<file path="config.mk">
export PLATFORM = sky130hd
export DESIGN_NAME = ustc_sparse_idx_gen
export DESIGN_NICKNAME = d
export VERILOG_FILES = /design/src/rtl/ustc_sparse_idx_gen.sv
export SDC_FILE = /design/constraint.sdc
export NUM_CORES = 1
export LEC_CHECK = 0
export BUFFER_PORTS_ARGS = -buffer_cell sky130_fd_sc_hd__buf_2
export CAP_MARGIN = 40
export CORE_AREA = 4 4 222 224
export DETAILED_ROUTE_END_ITERATION = 10
export DIE_AREA = 0 0 226 228
export PLACE_DENSITY_LB_ADDON = 0.3
export SLEW_MARGIN = 40
export SYNTH_ARGS = -nofsm -noshare
export SYNTH_HDL_FRONTEND = slang
export SYNTH_SLANG_ARGS = --single-unit
export TNS_END_PERCENT = 50
</file>
<file path="constraint.sdc">
create_clock -name clk -period 9.2 [get_ports clk]
set_input_delay 2.3 -clock clk [delete_from_list [all_inputs] [get_ports clk]]
set_output_delay 2.3 -clock clk [all_outputs]
set_load 0.02 [all_outputs]
</file>
<file path="src/rtl/ustc_sparse_idx_gen.sv">
// Builds crossbar select indices that compact the nonzero lanes of a dense line into the low output lanes.
// Two registered stages at full throughput; a stalled output freezes stage 2 and stage 1 keeps one more beat.
module ustc_sparse_idx_gen #(
  parameter int N            = 8,
  parameter int DW_DATA      = 32,
  parameter int DW_IDX       = 4,
  parameter int NUM_PER_LINE = 1,
  parameter int DW_LINE      = DW_DATA * NUM_PER_LINE
) (
  input  logic                 clk,
  input  logic                 reset,
  input  logic                 in_valid,
  output logic                 in_ready,
  input  logic [N*DW_LINE-1:0] in_data,
  input  logic [N-1:0]         in_mask,
  input  logic                 in_last,
  output logic                 out_valid,
  input  logic                 out_ready,
  output logic [N*DW_LINE-1:0] out_data,
  output logic [N*DW_IDX-1:0]  out_idx,
  output logic [DW_IDX-1:0]    out_cnt,
  output logic                 out_last,
  output logic [15:0]          out_frame_nz
);

  logic                 s1_valid;
  logic [N*DW_LINE-1:0] s1_data;
  logic [N-1:0]         s1_mask;
  logic                 s1_last;
  logic [N*DW_IDX-1:0]  s1_pos;
  logic                 s1_adv;
  logic [15:0]          acc;

  logic [N*DW_IDX-1:0]  pos_nxt;
  logic [DW_IDX-1:0]    run;
  logic [N*DW_IDX-1:0]  idx_nxt;
  logic [DW_IDX-1:0]    cnt_nxt;
  logic [15:0]          acc_eff;
  logic [16:0]          sum;
  logic [15:0]          frame_nxt;

  assign s1_adv   = !out_valid || out_ready;
  assign in_ready = reset && (!s1_valid || s1_adv);

  // Exclusive prefix popcount: destination slot of each kept lane.
  always_comb begin
    pos_nxt = '0;
    run     = '0;
    for (int i = 0; i < N; i++) begin
      pos_nxt[i*DW_IDX +: DW_IDX] = run;
      run = run + DW_IDX'(in_mask[i]);
    end
  end

  always_comb begin
    idx_nxt = '0;
    for (int j = 0; j < N; j++) begin
      idx_nxt[j*DW_IDX +: DW_IDX] = DW_IDX'(N);
      for (int i = 0; i < N; i++) begin
        if (s1_mask[i] && s1_pos[i*DW_IDX +: DW_IDX] == DW_IDX'(j))
          idx_nxt[j*DW_IDX +: DW_IDX] = DW_IDX'(i);
      end
    end
  end

  assign cnt_nxt = s1_pos[(N-1)*DW_IDX +: DW_IDX] + DW_IDX'(s1_mask[N-1]);

  // A beat entering stage 2 in the same cycle the previous one leaves must see the post-transfer total.
  assign acc_eff   = (out_valid && out_ready) ? (out_last ? 16'd0 : out_frame_nz) : acc;
  assign sum       = {1'b0, acc_eff} + 17'(cnt_nxt);
  assign frame_nxt = sum[16] ? 16'hFFFF : sum[15:0];

  always_ff @(posedge clk or negedge reset) begin
    if (!reset) begin
      s1_valid <= 1'b0;
      s1_data  <= '0;
      s1_mask  <= '0;
      s1_last  <= 1'b0;
      s1_pos   <= '0;
    end else if (in_ready) begin
      s1_valid <= in_valid;
      if (in_valid) begin
        s1_data <= in_data;
        s1_mask <= in_mask;
        s1_last <= in_last;
        s1_pos  <= pos_nxt;
      end
    end
  end

  always_ff @(posedge clk or negedge reset) begin
    if (!reset) begin
      out_valid    <= 1'b0;
      out_data     <= '0;
      out_idx      <= '0;
      out_cnt      <= '0;
      out_last     <= 1'b0;
      out_frame_nz <= '0;
      acc          <= '0;
    end else begin
      if (s1_adv) begin
        out_valid <= s1_valid;
        if (s1_valid) begin
          out_data     <= s1_data;
          out_idx      <= idx_nxt;
          out_cnt      <= cnt_nxt;
          out_last     <= s1_last;
          out_frame_nz <= frame_nxt;
        end
      end
      if (out_valid && out_ready)
        acc <= out_last ? 16'd0 : out_frame_nz;
    end
  end

endmodule
</file>
======== After elaboration in Yosys (flattened, before gate mapping) ========
Cells that the tools add are included.
cells by class
  eq/ne operators ......................... 42
  reduce and logical (&&, ||, !) cells .... 65
  mux-type cells .......................... 54
  add/sub/neg operators ................... 8
operators with widths
  cell                number
  $mux 4              51
  $eq 4x3->1 const B  24
  $logic_and 1x1->1   52
  $eq 4x2->1 const B  12
  $mux 16             3
  $logic_not 4->1     7
  $eq 4x1->1 const B  6
  $add 16x4->17       1
  $add 4x1->4         4
  $add 3x1->4         1
  $reduce_and 2->1    2
  $add 2x1->3         1
  $add 1x1->2         1
  $logic_not 1->1     2
  $logic_or 1x1->1    2
storage, ports and cells
  register bits after elaboration ......... 617
  logic and storage cells ................. 181
  input port bits ......................... 269

======== Depth between registers and ports, before layout ========
Gate-level depths: netlist of the first run.
  depth in word-level cells ............... 9
  depth in mapped cells ................... 13

======== Least setup slack after synthesis of the first run ========
OpenSTA, ideal clock, no wires.
  path kind ............................... in2out
  from .................................... input out_ready
  to ...................................... output in_ready
  stages .................................. 3
  path buffers ............................ 1
  setup slack ............................. 3.924 ns
  arrival time ............................ 2.976 ns
  cells stage by stage .................... clkbuf_1 nand2b_1 o21a_1
on the way
  word-level cells in the longest chain between the ends .. 3
RTL lines
  item                line  text
  start: declaration  18    input logic out_ready,
  $logic_or 1x1->1    42    assign s1_adv = !out_valid || out_ready;
  $logic_or 1x1->1    43    assign in_ready = reset && (!s1_valid || s1_adv);
  $logic_and 1x1->1   43
  end: declaration    13    output logic in_ready,
No other way between the ends.

======== Worst setup path in the final report of the first run ========
Ends and elaborated chain as after synthesis.

==> impl_metrics.prom, run 1 <==
# TYPE chip_impl_metric gauge
chip_impl_info{name="final_cell_mix",value="sky130_fd_sc_hd__nand2_1, sky130_fd_sc_hd__dfrtp_1, sky130_fd_sc_hd__buf_2"} 1
chip_impl_metric{name="global_route.overflow_total",unit=""} 0
chip_impl_metric{name="synth_warnings",unit=""} 0
chip_impl_info{name="endpoint_kind",value="primary output"} 1
chip_impl_metric{name="synth_nets",unit=""} 2427
chip_impl_info{name="unrepaired_setup_endpoints_after_global_routing",value="no"} 1
chip_impl_metric{name="seq_power_share",unit=""} 0.429
chip_impl_metric{name="ctsHtreeMaxLevel",unit=""} 3
chip_impl_metric{name="synth_top_cell_area_share",unit=""} 0.635
chip_impl_metric{name="report.final.hold_viol_count",unit=""} 0
chip_impl_metric{name="n_fill_cell",unit=""} 3758
chip_impl_metric{name="post_cts.resized_instances",unit=""} 0
chip_impl_metric{name="worst_ep_required_time",unit="ns"} 6.90
chip_impl_metric{name="io_buffer_count",unit=""} 579
chip_impl_metric{name="clk_latency",unit="ns"} 0.58
chip_impl_metric{name="worstMarginPinSlew",unit="ns"} 0.933
chip_impl_metric{name="min_period",unit="ns"} 5.79
chip_impl_metric{name="total_switching_power",unit="mW"} 3.22
chip_impl_metric{name="first_global_vias",unit=""} 18200
chip_impl_metric{name="core_area",unit="µm²"} 47300
chip_impl_metric{name="area_growth",unit="%"} 23.5
chip_impl_metric{name="detailedPlacementHpwl",unit="µm"} 43800
chip_impl_metric{name="grt_pass1_wl",unit="µm"} 100000
chip_impl_info{name="holdCritPathClass",value="reg -> reg"} 1
chip_impl_info{name="cp-endpoint",value="in_ready"} 1
chip_impl_metric{name="pwr-share-clk",unit=""} 0.283
chip_impl_info{name="yosysTopAreaCell",value="sky130_fd_sc_hd__dfrtp_1"} 1
chip_impl_info{name="regToRegEndpoint",value="out_frame_nz[1]$_DFFE_PN0P_"} 1
chip_impl_info{name="critical_path_class",value="in -> out"} 1
chip_impl_metric{name="report.final.slew_viol_count",unit=""} 0
chip_impl_metric{name="final.setup_skew",unit="ns"} 0.0226
chip_impl_metric{name="pwr-share-comb",unit=""} 0.289
chip_impl_metric{name="number_of_enable_flip_flop_cells_after_synthesis",unit=""} 0
chip_impl_metric{name="grt_antenna_before_repair",unit=""} 33
chip_impl_metric{name="die_w",unit="µm"} 226
chip_impl_metric{name="syn_area_per_cell",unit="µm²"} 11.3
chip_impl_metric{name="worst_ep_arrival_time",unit="ns"} 3.49
chip_impl_metric{name="top_level_ports",unit=""} 580
chip_impl_info{name="worst_setup_path_start_kind",value="primary input"} 1
chip_impl_metric{name="routed_wire_length_per_instance",unit="µm"} 18.9
chip_impl_info{name="mostFrequentLayoutCell",value="sky130_fd_sc_hd__nand2_1"} 1
chip_impl_metric{name="grt_max_degree",unit=""} 167
chip_impl_metric{name="cp_max_fanout",unit=""} 22
chip_impl_metric{name="clk_pin_slew_worst_paths",unit="ns"} 0.06
chip_impl_metric{name="netlist_instances",unit=""} 2139
chip_impl_metric{name="die_y",unit="µm"} 228
chip_impl_metric{name="first_iter_violations",unit=""} 1206
chip_impl_info{name="rr_startpoint",value="out_valid$_DFFE_PN0N_"} 1
chip_impl_metric{name="max_freq",unit="MHz"} 173
chip_impl_metric{name="r2r_slack",unit="ns"} 5.34
chip_impl_metric{name="power.density",unit="nW/µm²"} 308
chip_impl_metric{name="worst-r2r-cell-count",unit=""} 10
chip_impl_metric{name="power.static_leakage",unit="nW"} 15.3
chip_impl_metric{name="postRouteWirelength",unit="µm"} 63900
chip_impl_metric{name="placed_inst_area",unit="µm²"} 27600
chip_impl_metric{name="p_sw_frac",unit=""} 0.351
chip_impl_metric{name="cts_setup_buffers",unit=""} 0
chip_impl_metric{name="grt.total_usage",unit=""} 0.245
chip_impl_info{name="outcome",value="finished, final reports clean"} 1
chip_impl_metric{name="initial_utilization",unit=""} 0.510
chip_impl_metric{name="setup_viol",unit=""} 0
chip_impl_metric{name="die-area",unit="µm²"} 51500
chip_impl_metric{name="worst_hold_margin",unit="ns"} 0.434
chip_impl_metric{name="routed-via-count",unit=""} 17500
chip_impl_metric{name="ys_ff_latch",unit=""} 613
chip_impl_metric{name="post-route-drc-count",unit=""} 0
chip_impl_metric{name="clk_path_buf_depth",unit=""} 3
chip_impl_metric{name="final_cell_area_excluding_filler_cells",unit="µm²"} 29800
chip_impl_info{name="yosys-top-cells-area",value="sky130_fd_sc_hd__dfrtp_1, sky130_fd_sc_hd__mux2_2, sky130_fd_sc_hd__nand2_1"} 1
chip_impl_info{name="cp-startpoint",value="out_ready"} 1
chip_impl_metric{name="timing.max_slew.rel_slack",unit=""} 0.378
chip_impl_metric{name="std_cell_rows",unit=""} 80
chip_impl_metric{name="cts_num_sinks",unit=""} 613
chip_impl_info{name="root_buffer",value="sky130_fd_sc_hd__clkbuf_16"} 1
chip_impl_metric{name="post_route_cells_drive_above_1_share",unit=""} 0.364
chip_impl_metric{name="final.period_utilization",unit=""} 0.629
chip_impl_info{name="tritoncts_clock_tree",value="done"} 1
chip_impl_metric{name="synth_seq_area_share",unit=""} 0.635
chip_impl_metric{name="drt_pass1_iterations",unit=""} 5
chip_impl_metric{name="vias_per_cell",unit=""} 5.18
chip_impl_metric{name="globalplace.congestion",unit=""} 0.896
chip_impl_metric{name="timing.setup.tns",unit="ns"} 0
chip_impl_metric{name="ant_nets",unit=""} 0
chip_impl_metric{name="synth_async_sr_flop_share",unit=""} 1.00
chip_impl_metric{name="synth.cell_area",unit="µm²"} 24100
chip_impl_metric{name="finalNetCount",unit=""} 2979
chip_impl_metric{name="cellInternalPower",unit="mW"} 5.97
chip_impl_metric{name="vdd_ir_drop_max",unit="mV"} 0.199
chip_impl_info{name="synth-main-ff-cell",value="sky130_fd_sc_hd__dfrtp_1"} 1
chip_impl_metric{name="cts-buffers-inserted",unit=""} 66
chip_impl_metric{name="max-cap-violations",unit=""} 0
chip_impl_metric{name="postCtsHoldBufs",unit=""} 0
chip_impl_metric{name="synth_cell_type_count",unit=""} 62
[worst max-delay path, stage by stage]
cell	delay, ns
sky130_fd_sc_hd__buf_2	0.33
sky130_fd_sc_hd__nand2b_1	0.34
sky130_fd_sc_hd__o21a_1	0.29
sky130_fd_sc_hd__buf_2	0.21
[worst min path at each step]
stage                                        start                         to  cells past startpoint
after floorplan             s1_data[0]$_DFFE_PN0P_    out_data[0]$_DFFE_PN0P_                      2
after global placement    s1_data[218]$_DFFE_PN0P_  out_data[218]$_DFFE_PN0P_                      2
after detailed placement  s1_data[179]$_DFFE_PN0P_  out_data[179]$_DFFE_PN0P_                      2
after CTS                 s1_data[207]$_DFFE_PN0P_  out_data[207]$_DFFE_PN0P_                      2
after global routing      s1_data[207]$_DFFE_PN0P_  out_data[207]$_DFFE_PN0P_                      2
final                     s1_data[207]$_DFFE_PN0P_  out_data[207]$_DFFE_PN0P_                      2
[per-stage QoR]
stage	instances	power, mW	utilization	setup WS, ns
2_1_floorplan	2139	5.54	-	3.92
3_3_place_gp	3236	6.52	0.582	3.61
3_5_place_dp	3237	6.63	0.583	3.49
4_1_cts	3352	9.27	0.628	3.48
5_1_grt	3370	9.70	0.630	3.32
6_report	3375	9.20	0.630	3.41
[cell families after synthesis]
kind of cell / share of synthesized area
simple gates: 0.164
xor+xnor: 0.00580
buf+inv: 0.0201
mux: 0.132
compound gates: 0.0312
flops: 0.635
fa+ha+maj: 0.0108
[metal layers]
metal  vias up  share of wire  global-route usage
met2       530           0.50               0.400
li1       8133              -                   -
met4        14          0.041               0.120
met3       151          0.077              0.0816
met1      8668           0.38               0.293
met5         -         0.0014                   0
[cell type report]
| class | count | area [µm²] | share of cell area |
|---|---|---|---|
| diodes | 22 | 55.1 | 0.00185 |
| clock buffers | 97 | 1950 | 0.0654 |
| clock inverters | 18 | 175 | 0.00587 |
| inverters | 15 | 56.3 | 0.00189 |
| multi-input cells | 1400 | 8360 | 0.280 |
| flip-flops and latches | 613 | 15300 | 0.514 |
| well taps | 615 | 769 | 0.0258 |
| repair buffers | 595 | 3120 | 0.105 |
[synth_stat cells (3+ instances only)]
library cell,number
sky130_fd_sc_hd__or4_1,3
sky130_fd_sc_hd__a21bo_2,6
sky130_fd_sc_hd__nand4_1,6
sky130_fd_sc_hd__and2_1,8
sky130_fd_sc_hd__buf_1,14
sky130_fd_sc_hd__nand4b_1,11
sky130_fd_sc_hd__o21ai_1,8
sky130_fd_sc_hd__nor3b_1,9
sky130_fd_sc_hd__nor3_1,5
sky130_fd_sc_hd__nand3_1,12
sky130_fd_sc_hd__nor4_1,4
sky130_fd_sc_hd__o21bai_1,5
sky130_fd_sc_hd__a211oi_1,3
sky130_fd_sc_hd__clkbuf_1,94
sky130_fd_sc_hd__o21a_1,7
sky130_fd_sc_hd__mux2_2,284
sky130_fd_sc_hd__a21oi_1,18
sky130_fd_sc_hd__nand3b_1,8
sky130_fd_sc_hd__a31oi_1,18
sky130_fd_sc_hd__nand2b_1,12
sky130_fd_sc_hd__nor2_1,51
sky130_fd_sc_hd__o211ai_1,3
sky130_fd_sc_hd__fa_1,3
sky130_fd_sc_hd__dfrtp_1,613
sky130_fd_sc_hd__ha_1,16
sky130_fd_sc_hd__nand2_1,818
sky130_fd_sc_hd__inv_1,15
sky130_fd_sc_hd__o21ai_0,17
sky130_fd_sc_hd__a22oi_1,3
sky130_fd_sc_hd__a22o_1,4
sky130_fd_sc_hd__nor2b_1,4
sky130_fd_sc_hd__xnor2_1,5
sky130_fd_sc_hd__xor2_1,11
[power groups by stage]
stage / Clock [mW] / Combinational (mW) / Sequential [mW]
final: 2.60 / 2.66 / 3.94
after global routing: 2.78 / 2.89 / 4.03
after CTS: 2.66 / 2.68 / 3.93
after detailed placement: 0 / 2.67 / 3.96
after global placement: 0 / 2.59 / 3.92
after floorplan: 0 / 1.05 / 4.48
[sequential cells by signal, summed over array words and instances (netlist names)]
| name | cells |
|---|---|
| acc | 16 |
| out_cnt | 4 |
| out_data | 256 |
| out_frame_nz | 16 |
| out_idx | 32 |
| out_last | 1 |
| out_valid | 1 |
| s1_data | 256 |
| s1_last | 1 |
| s1_mask | 8 |
| s1_pos | 21 |
| s1_valid | 1 |
No activity file was read; power rests on OpenSTA's default activity.
==> run 2, diff against run 1 <==
--- a/config.mk
+++ b/config.mk
@@ -7,9 +7,10 @@
 export LEC_CHECK = 0
 export BUFFER_PORTS_ARGS = -buffer_cell sky130_fd_sc_hd__buf_2
 export CAP_MARGIN = 40
-export CORE_AREA = 4 4 222 224
+export CORE_ASPECT_RATIO = 0.75
+export CORE_MARGIN = 4
+export CORE_UTILIZATION = 48
 export DETAILED_ROUTE_END_ITERATION = 10
-export DIE_AREA = 0 0 226 228
 export PLACE_DENSITY_LB_ADDON = 0.3
 export SLEW_MARGIN = 40
 export SYNTH_ARGS = -nofsm -noshare
==> constraint.sdc (replaced) <==
create_clock -name clk -period 4.79 [get_ports clk]
set_input_delay 1.1975 -clock clk [delete_from_list [all_inputs] [get_ports clk]]
set_output_delay 1.1975 -clock clk [all_outputs]
set_load 0.02 [all_outputs]
==> impl_metrics.prom, run 2 (synthesis results as in run 1) <==
# TYPE chip_impl_metric gauge
chip_impl_metric{name="power.static_leakage",unit="nW"} 15.3
chip_impl_metric{name="seq_area",unit="µm²"} 15300
chip_impl_metric{name="ant_nets",unit=""} 0
chip_impl_metric{name="post_cts.resized_instances",unit=""} 0
chip_impl_info{name="worstPathCellList",value="nand2_1 -> o21ai_0 -> ha_1 -> inv_1 -> fa_1 -> nand2b_1 -> a21oi_1 -> and4_1 -> nand2_1 -> a31oi_1"} 1
chip_impl_metric{name="clk_path_buf_depth",unit=""} 3
chip_impl_info{name="critPathMostFrequentCell",value="sky130_fd_sc_hd__nand2_1"} 1
chip_impl_metric{name="initial_utilization",unit=""} 0.490
chip_impl_metric{name="worst-r2r-cell-count",unit=""} 10
chip_impl_metric{name="die_w",unit="µm"} 267
chip_impl_metric{name="io_buffer_count",unit=""} 579
chip_impl_metric{name="routed_wire_length_per_instance",unit="µm"} 18.9
chip_impl_info{name="largestRegisters",value="out_data x256, s1_data x256, out_idx x32"} 1
chip_impl_metric{name="detailedPlacementHpwl",unit="µm"} 45000
chip_impl_metric{name="finalNetCount",unit=""} 2985
chip_impl_metric{name="area_growth",unit="%"} 23.8
chip_impl_metric{name="worst_hold_margin",unit="ns"} 0.456
chip_impl_metric{name="drt_pass1_iterations",unit=""} 5
chip_impl_info{name="endpoint_kind",value="flop"} 1
chip_impl_metric{name="std_cell_rows",unit=""} 70
chip_impl_info{name="tritoncts_clock_tree",value="done"} 1
chip_impl_metric{name="grt_max_degree",unit=""} 152
chip_impl_metric{name="postCtsHoldBufs",unit=""} 0
chip_impl_metric{name="timing.max_slew.rel_slack",unit=""} 0.431
chip_impl_info{name="cp-startpoint",value="out_valid$_DFFE_PN0N_"} 1
chip_impl_metric{name="cp_max_fanout",unit=""} 23
chip_impl_metric{name="vdd_ir_drop_max",unit="mV"} 0.363
chip_impl_metric{name="report.final.slew_viol_count",unit=""} 0
chip_impl_metric{name="cts-buffers-inserted",unit=""} 57
chip_impl_metric{name="critical_path.max_stage_delay",unit="ns"} 0.83
chip_impl_metric{name="post-route-drc-count",unit=""} 0
chip_impl_metric{name="clk_latency",unit="ns"} 0.61
chip_impl_metric{name="path_buf_inv",unit=""} 1
chip_impl_metric{name="ctsHtreeMaxLevel",unit=""} 2
chip_impl_metric{name="timing.setup.tns",unit="ns"} 0
chip_impl_metric{name="max_freq",unit="MHz"} 267
chip_impl_info{name="outcome",value="finished, final reports clean"} 1
chip_impl_metric{name="first_global_vias",unit=""} 18400
chip_impl_info{name="worst_setup_path_start_kind",value="flop"} 1
chip_impl_metric{name="post_route_cells_drive_above_1_share",unit=""} 0.368
chip_impl_metric{name="die_y",unit="µm"} 202
chip_impl_info{name="crit_path_top_delay_cell",value="sky130_fd_sc_hd__dfrtp_1"} 1
chip_impl_info{name="holdCritPathClass",value="reg -> reg"} 1
chip_impl_metric{name="first_iter_violations",unit=""} 1245
chip_impl_metric{name="final.setup_skew",unit="ns"} 0.0153
chip_impl_info{name="final_cell_mix",value="sky130_fd_sc_hd__nand2_1, sky130_fd_sc_hd__dfrtp_1, sky130_fd_sc_hd__buf_2"} 1
chip_impl_info{name="critical_path_class",value="reg -> reg"} 1
chip_impl_metric{name="hold_path_depth",unit=""} 2
chip_impl_metric{name="utilization",unit=""} 0.607
chip_impl_metric{name="clk_pin_slew_worst_paths",unit="ns"} 0.07
chip_impl_metric{name="max-cap-violations",unit=""} 0
chip_impl_info{name="rr_startpoint",value="out_valid$_DFFE_PN0N_"} 1
chip_impl_metric{name="vias_per_cell",unit=""} 5.21
chip_impl_metric{name="die-area",unit="µm²"} 54000
chip_impl_metric{name="core_area",unit="µm²"} 49200
chip_impl_metric{name="final.period_utilization",unit=""} 0.783
chip_impl_metric{name="setup_viol",unit=""} 0
chip_impl_info{name="holdCritStartpoint",value="s1_data[100]$_DFFE_PN0P_"} 1
chip_impl_metric{name="n_fill_cell",unit=""} 4000
chip_impl_metric{name="cp_num_cells",unit=""} 10
chip_impl_metric{name="globalplace.congestion",unit=""} 0.863
chip_impl_metric{name="grt_pass1_wl",unit="µm"} 102000
chip_impl_metric{name="power.density",unit="nW/µm²"} 585
chip_impl_metric{name="worstMarginPinSlew",unit="ns"} 0.854
chip_impl_metric{name="grt_antenna_before_repair",unit=""} 18
chip_impl_info{name="unrepaired_setup_endpoints_after_global_routing",value="no"} 1
chip_impl_metric{name="postRouteWirelength",unit="µm"} 64200
chip_impl_metric{name="worst_ep_required_time",unit="ns"} 5.30
chip_impl_metric{name="grt.total_usage",unit=""} 0.236
chip_impl_metric{name="global_route.overflow_total",unit=""} 0
chip_impl_metric{name="routed-via-count",unit=""} 17700
chip_impl_metric{name="top_level_ports",unit=""} 580
chip_impl_metric{name="report.final.hold_viol_count",unit=""} 0
chip_impl_info{name="root_buffer",value="sky130_fd_sc_hd__clkbuf_16"} 1
chip_impl_info{name="mostFrequentLayoutCell",value="sky130_fd_sc_hd__nand2_1"} 1
chip_impl_metric{name="cts_setup_buffers",unit=""} 0
chip_impl_metric{name="cts_num_sinks",unit=""} 613
chip_impl_metric{name="worst_ep_arrival_time",unit="ns"} 4.26
chip_impl_metric{name="min_period",unit="ns"} 3.75
chip_impl_metric{name="area_of_combinational_cells_with_multiple_inputs",unit="µm²"} 8340
chip_impl_info{name="path_delay_family",value="simple AND/OR/NAND/NOR gates"} 1
run 2: cell types whose count changed in the layout (fill, tap and decap cells not counted), sizes merged:
cell	previous run	this run
inv	17	18
buf	594	610
clkinvlp	1	5
diode	22	10
bufinv	3	7
clkbuf	98	78
clkinv	12	14
run 2: per-layer routing:
layer  up-vias  track usage  routed length [µm]
met2       546        0.394               31600
met5         -            0                 135
met1      8883        0.305               26000
li1       8139            -                   -
met4        20       0.0728                1960
met3       139       0.0623                4560
run 2: power by group:
group	switching, mW	internal, mW
logic	3.27	1.86
clock network	2.01	2.79
registers	0.935	6.65
total	6.21	11.3
run 2: area by class of cell:
type	instances	share of cell area
Sequential cell	613	0.513
Multi-Input combinational cell	1400	0.279
Timing Repair Buffer	610	0.111
Clock buffer	78	0.0547
Tap cell	648	0.0271
Clock inverter	29	0.0123
Inverter	15	0.00188
Antenna cell	10	0.000837
run 2: final timing paths:
kind	endpoint	slack (ns)
setup / recovery	out_frame_nz[5]$_DFFE_PN0P_	1.04
hold / removal	out_data[100]$_DFFE_PN0P_	0.46
setup reg to reg	out_frame_nz[5]$_DFFE_PN0P_	1.04
hold reg to reg	out_data[100]$_DFFE_PN0P_	0.46
max in group asynchronous	out_data[49]$_DFFE_PN0P_	2.62
min in group asynchronous	out_idx[11]$_DFFE_PN0P_	0.50
run 2: stage by stage:
stage,total power [mW],worst slack [ns],instances,instance area (µm²)
2_1_floorplan,10.6,1.05,2139,24100
6_report,17.5,1.04,3403,29900
3_5_place_dp,12.8,0.739,3285,27800
3_3_place_gp,12.6,0.901,3284,27800
5_1_grt,18.5,0.644,3400,29900
4_1_cts,17.6,1.05,3392,29800
run 2: tightest hold or removal path: stages, from the launching register on:
cell and delay [ns]:
sky130_fd_sc_hd__dfrtp_1 0.34, sky130_fd_sc_hd__nand2_1 0.05, sky130_fd_sc_hd__nand2_1 0.05
